==> src/rtl/uart_rx_fifo.sv <==
// uart_rx_fifo: captures bytes from a UART receiver's ready/clear handshake into a FIFO.
// Define UART_RX_FIFO_FWFT_EN for first-word-fall-through reads; otherwise reads are registered.
module uart_rx_fifo #(
  parameter int DEPTH = 8,
  parameter int WIDTH = 8
) (
  input  logic                     clk,
  input  logic                     rst,
  input  logic                     rx_ready,
  input  logic [WIDTH-1:0]         rx_data,
  output logic                     rx_ready_clr,
  input  logic                     rd_en,
  output logic [WIDTH-1:0]         rd_data,
  output logic                     rd_valid,
  output logic                     empty,
  output logic                     full,
  output logic [$clog2(DEPTH):0]   count,
  output logic                     overflow,
  input  logic                     ovf_clr
);
  localparam int AW = $clog2(DEPTH);
  localparam int CW = AW + 1;
  typedef enum logic {IDLE, CLR} state_t;
  state_t           state_q, state_d;
  logic             clr_q, ovf_q;
  logic [AW-1:0]    wr_ptr_q, rd_ptr_q;
  logic [CW-1:0]    count_q, count_d;
  logic [WIDTH-1:0] mem_q [DEPTH];
  logic             push, pop, wr, drop;
  assign empty    = count_q == '0;
  assign full     = count_q == CW'(DEPTH);
  assign push     = state_q == IDLE && rx_ready;
  assign pop      = rd_en && !empty;
  // a pop in the same cycle frees the slot, so a write into a full FIFO still succeeds
  assign wr       = push && (!full || pop);
  assign drop     = push && full && !pop;
  assign count_d  = count_q + CW'(wr) - CW'(pop);
  assign state_d  = push ? CLR : (state_q == CLR && !rx_ready) ? IDLE : state_q;
  assign rx_ready_clr = clr_q;
  assign overflow = ovf_q;
  assign count    = count_q;
  always_ff @(posedge clk or posedge rst)
    if (rst) begin
      state_q  <= IDLE;
      clr_q    <= 1'b0;
      ovf_q    <= 1'b0;
      wr_ptr_q <= '0;
      rd_ptr_q <= '0;
      count_q  <= '0;
    end else begin
      state_q  <= state_d;
      clr_q    <= state_d == CLR;
      ovf_q    <= drop || (ovf_q && !ovf_clr);
      wr_ptr_q <= wr_ptr_q + AW'(wr);
      rd_ptr_q <= rd_ptr_q + AW'(pop);
      count_q  <= count_d;
    end
  always_ff @(posedge clk)
    if (wr && !rst) mem_q[wr_ptr_q] <= rx_data;
`ifdef UART_RX_FIFO_FWFT_EN
  assign rd_data  = empty ? '0 : mem_q[rd_ptr_q];
  assign rd_valid = !empty;
`else
  logic [WIDTH-1:0] rd_data_q;
  logic             rd_valid_q;
  always_ff @(posedge clk or posedge rst)
    if (rst) begin
      rd_data_q  <= '0;
      rd_valid_q <= 1'b0;
    end else begin
      rd_valid_q <= pop;
      if (pop) rd_data_q <= mem_q[rd_ptr_q];
    end
  assign rd_data  = rd_data_q;
  assign rd_valid = rd_valid_q;
`endif
endmodule

==> config.mk <==
export PLATFORM = sky130hd
export DESIGN_NAME = uart_rx_fifo
export DESIGN_NICKNAME = d
export VERILOG_FILES = /design/src/rtl/uart_rx_fifo.sv
export SDC_FILE = /design/constraint.sdc
export NUM_CORES = 1
export LEC_CHECK = 0
export CORE_UTILIZATION = 55
export DETAILED_ROUTE_END_ITERATION = 8
export HOLD_SLACK_MARGIN = 0.1
export MAX_ROUTING_LAYER = met4
export PLACE_DENSITY = 0.88
export REMOVE_ABC_BUFFERS = 1
export SYNTH_ARGS = -nofsm -noshare
export SYNTH_HDL_FRONTEND = slang
export SYNTH_SLANG_ARGS = --single-unit
==> constraint.sdc <==
create_clock -name clk -period 3.3 [get_ports clk]
set_input_delay 0.66 -clock clk [delete_from_list [all_inputs] [get_ports clk]]
set_output_delay 0.66 -clock clk [all_outputs]
set_load 0.02 [all_outputs]
# Word-level counts from Yosys, hierarchy flattened
# Memories as Yosys holds them, arrays and structs flattened. A register that Yosys moved wholly into a read port is not among the register bits.
# Cells that the tools add are included.
[totals]
register_bits = 13
latch_bits = 0
ramBits = 64
romBits = 0
in_bits = 13
out_inout_bits = 17
wordCells = 35
mem_count = 1
[memory_table]
columns = ["memory", "words", "word_bits", "read_ports", "rd_ports_with_merged_regs", "write_ports", "line", "rtl"]
rows = [
  ["mem_q", 8, 8, 1, 1, 1, "28", "logic [WIDTH-1:0] mem_q [DEPTH];"],
]
[classes]
addsub = 4
multipliers = 0
div_mod_pow = 0
order_cmp = 0
n_eq_ne = 1
shift = 0
n_mux = 4
bitwise_logic = 1
reduce_logical = 18
[op_table]
columns = ["operator", "n"]
rows = [
  ["$logic_and A1 B1 Y1", 8],
  ["$add A3 B1 Y3", 2],
  ["$logic_not A1 Y1", 6],
  ["$add A4 B1 Y4", 1],
  ["$eq A4 B4 Y1 const B", 1],
  ["$logic_not A4 Y1", 1],
  ["$mux W1", 4],
  ["$sub A4 B1 Y4", 1],
  ["$logic_or A1 B1 Y1", 2],
  ["$reduce_bool A2 Y1", 1],
  ["$not A1 Y1", 1],
]

# Longest topological paths before layout
[logic_depth]
ltp_word = 8
mapped_depth = 10
ltp_nobuf = 9

# Worst setup path after synthesis
# Ideal clock, no wire load.
[synth_path]
path_kind = "flip-flop to flip-flop"
startpoint = "register count_q[2] (netlist: count[2])"
endpoint = "memory mem_q[4][0], enable pin"
setup_time_ns = 0.395
arrival_time_ns = 1.934
required_ns = 2.905
path_slack_ns = 0.972
path_stages_with_launch = 6
path_buffers = 0
synth_period_minus_slack_ns = 2.328
path_cell_list = "dfrtp_1 inv_1 ha_1 nor2b_1 o211ai_2 nor4_1"
[synth_via]
elab_chain_len = 8
elab_cells_between_ends = 10
classes_between = "eq/ne (1); mux (2); reduce/logical (7)"
[synth_lines]
columns = ["item", "line", "rtl"]
rows = [
  ["start, declared", "27", "logic [CW-1:0] count_q, count_d;"],
  ["start signal, assigned", "56", "count_q <= count_d;"],
  ["$logic_not A4 Y1", "30", "assign empty = count_q == '0;"],
  ["$logic_not A1 Y1", "33", "assign pop = rd_en && !empty;"],
  ["$logic_and A1 B1 Y1", "33", ""],
  ["$logic_or A1 B1 Y1 *", "35", "assign wr = push && (!full || pop);"],
  ["$logic_and A1 B1 Y1 *", "35", ""],
  ["$logic_and A1 B1 Y1 *", "59", "if (wr && !rst) mem_q[wr_ptr_q] <= rx_data;"],
  ["$mux W1 *", "59", ""],
  ["$mux W1 (implied by the code) *", "59", ""],
  ["end, declared", "28", ""],
]
# Mark *: on every way between the ends. The rest lies on a longest branch, timed or not.

# Worst setup path in the final report
[layout_path]
startpoint = "register count_q[2] (netlist: count[2])"
endpoint = "output full"
[layout_via]
elab_chain_len = 1
[layout_lines]
columns = ["item", "line", "rtl"]
rows = [
  ["$eq A4 B4 Y1", "31", "assign full = count_q == CW'(DEPTH);"],
  ["end, declared", "16", "output logic full,"],
]
# Every way passes these cells.

==> results_dict.tcl <==
set metrics [dict create \
    hold_buffers 0 \
    remaining_drc_errors 0 \
    die_w_um 82.0 \
    post_cts_buffers 0 \
    ys_seq_area_share_pct 69.5 \
    dieArea_um2 6720 \
    setup.worst_path.end_class "primary output" \
    synthArstFlopShare_pct 24.7 \
    finalCritPeriodShare_pct 85.8 \
    fin_tns_setup_ns 0 \
    tritoncts "built" \
    wirelength_mm 6.95 \
    grt-ovfl-total 0 \
    drtIter0Drc 117 \
    crit_family "buffers and inverters" \
    synth_seq_cells 85 \
    slowest_stage "clkdlybuf4s50_1" \
    rsz0062_at_grt "no" \
    wl_per_cell_um 20.6 \
    hold_viol 0 \
    synth_top_flop_cell "edfxtp_1" \
    r2r-start "count[2]$_DFF_PP0_" \
    fp.dieH_um 82.0 \
    min_period_ns 2.83 \
    fin_skew_ns 0.00806 \
    status "completed" \
    hold_path.class "reg -> reg" \
    place_congestion 0.770 \
    reg2reg_to "count[2]$_DFF_PP0_" \
    grt_max_degree 34 \
    fin_ws_ns 0.470 \
    cts_sinks 85 \
    antenna_found_initial 0 \
    start_util_pct 58.1 \
    critPathBufInv 3 \
    dr.pass1.iters 4 \
    io_buffers 29 \
    crit_chain "inv_1, ha_1, or3b_1, inv_1, clkdlybuf4s50_1" \
    hold_start "overflow$_DFF_PP0_" \
    slew_headroom_pct 45.5 \
    nets 282 \
    cts_buffer_depth 2 \
    synth_area_leaders "edfxtp_1 55%, dfrtp_1 15%, mux2i_1 4.6%, mux2_1 3.8%, ha_1 3.6%" \
    whs_ns 0.543 \
    startpoint_type "register" \
    n_antenna_cell 0 \
    hold-path-endpoint "overflow$_DFF_PP0_" \
    synthCells 212 \
    cts_resized 0 \
    netlist_area_um2 3520 \
    fp.coreArea_um2 6060 \
    synthTopCellsByCount "64 x edfxtp_1, 21 x dfrtp_1, 16 x mux2i_1" \
    nFillCells 401 \
    max_stage_delay_ns 0.61 \
    holdPathStages 2 \
    cts_buffers 9 \
    yosysMostFrequentCell "edfxtp_1" \
    arrival_ns 2.17 \
    first_global_vias 2057 \
    ir_drop_uv 461 \
    layoutNonFillerInstCount 338 \
    synth_top_area_cell "edfxtp_1" \
    fmax_mhz 353 \
    antenna_left 0 \
    insertion_delay_ns 0.35 \
    setup_viol 0 \
    ios 30 \
    rr_worst_depth 9 \
    layout-drive-gt1-share_pct 17.9 \
    worst_pin_slew_ns 0.815 \
    crit_path_max_fanout 5 \
    yosysTopAreaCellShare_pct 54.6 \
    power-per-cell-area_nw_per_um2 843 \
    ys_types 34 \
    dp.cells 322 \
    synth_edf_count 64 \
    syn_to_final_growth_pct 18.6 \
    worstSetupPathType "reg -> out" \
    cp.required_ns 2.64 \
    vias 2004 \
    dp_slack_ns 0.595 \
    clock-root-buffer "clkbuf_8" \
    grt_pass1_wl_mm 10.6 \
    clk_pin_slew_ns 0.08 \
    critPathMostFrequentCell "inv_1" \
    multiInputGateArea_um2 976 \
    fin_total_pwr_w 0.00352 \
    maxSlewViolCount 0 \
    via_per_inst 5.93 \
    grt_usage_pct 24.0 \
    power.leakage_nw 1.58 \
    syn_area_per_cell_um2 16.6 \
    yosysWarnings 0 \
    regArea_um2 2450 \
    htreeDepth 3 \
    rows 28 \
    hpwlAfterDp_mm 4.43 \
    cap_viol_max_count 0 \
    rrSetupSlack_ns 0.79 \
]
-- worst register-to-register path: cells and delay by family (launching register included) --
kind,cells,cell delay (ns)
compound gates,1,0.13
simple gates,2,0.55
xor+xnor,1,0.17
flops,1,0.39
fa+ha+maj,3,0.80
buf+inv,2,0.37
-- where the power goes --
group / internal (W) / switching (W)
logic: 0.000558 / 0.000688
clock network: 0.000430 / 0.000377
registers: 0.00133 / 0.000129
-- flip-flops by register name, indices dropped and copies added (netlist names) --
signal        count
wr_ptr_q          3
rx_ready_clr      1
mem_q            64
rd_valid          1
count             4
rd_ptr_q          3
rd_data           8
overflow          1
-- layout make-up --
cell class | count | share of cell area [%]
inverters | 10 | 0.900
clock inverters | 7 | 2.37
repair buffers | 43 | 9.48
clock buffers | 9 | 2.97
multi-input cells | 109 | 23.4
well taps | 75 | 2.25
flip-flops and latches | 85 | 58.7
-- cell families after synthesis --
logic type / synth area share (%)
mux: 9.99
simple gates: 3.13
flops: 69.5
xor+xnor: 0.995
buf+inv: 3.09
compound gates: 9.14
fa+ha+maj: 4.12
-- worst max path at each step --
stage	startpoint	to	slack, ns	cells past startpoint
after global routing	count[2]$_DFF_PP0_	full	0.38	5
after global placement	rd_en	count[3]$_DFF_PP0_	0.67	7
after detailed placement	rd_en	count[3]$_DFF_PP0_	0.60	7
after CTS	count[2]$_DFF_PP0_	full	0.46	5
after floorplan	count[2]$_DFF_PP0_	count[2]$_DFF_PP0_	0.43	8
final	count[2]$_DFF_PP0_	full	0.47	5
-- metrics by stage --
step	util (%)	cell area, um^2
6_report	68.8	4170
3_5_place_dp	65.2	3950
2_1_floorplan	-	3450
5_1_grt	68.8	4170
3_3_place_gp	65.2	3950
4_1_cts	68.8	4170
-- routing by layer --
layer / routed length (um) / global-route usage (%) / vias to the layer above
li1: - / - / 900
met1: 2680 / 28.1 / 1001
met2: 3620 / 39.6 / 85
met3: 469 / 4.56 / 18
met4: 180 / 12.3 / 0
met5: 0 / - / -
-- placed cells by master (no fill, tap or decap), types with 10 or more instances in the layout --
master	count
inv_1	10
dfrtp_1	21
o21ai_0	10
ha_1	10
buf_4	14
mux2_1	12
clkdlybuf4s50_1	29
mux2i_1	16
edfxtp_1	64
(Power assumes the default switching activity.)
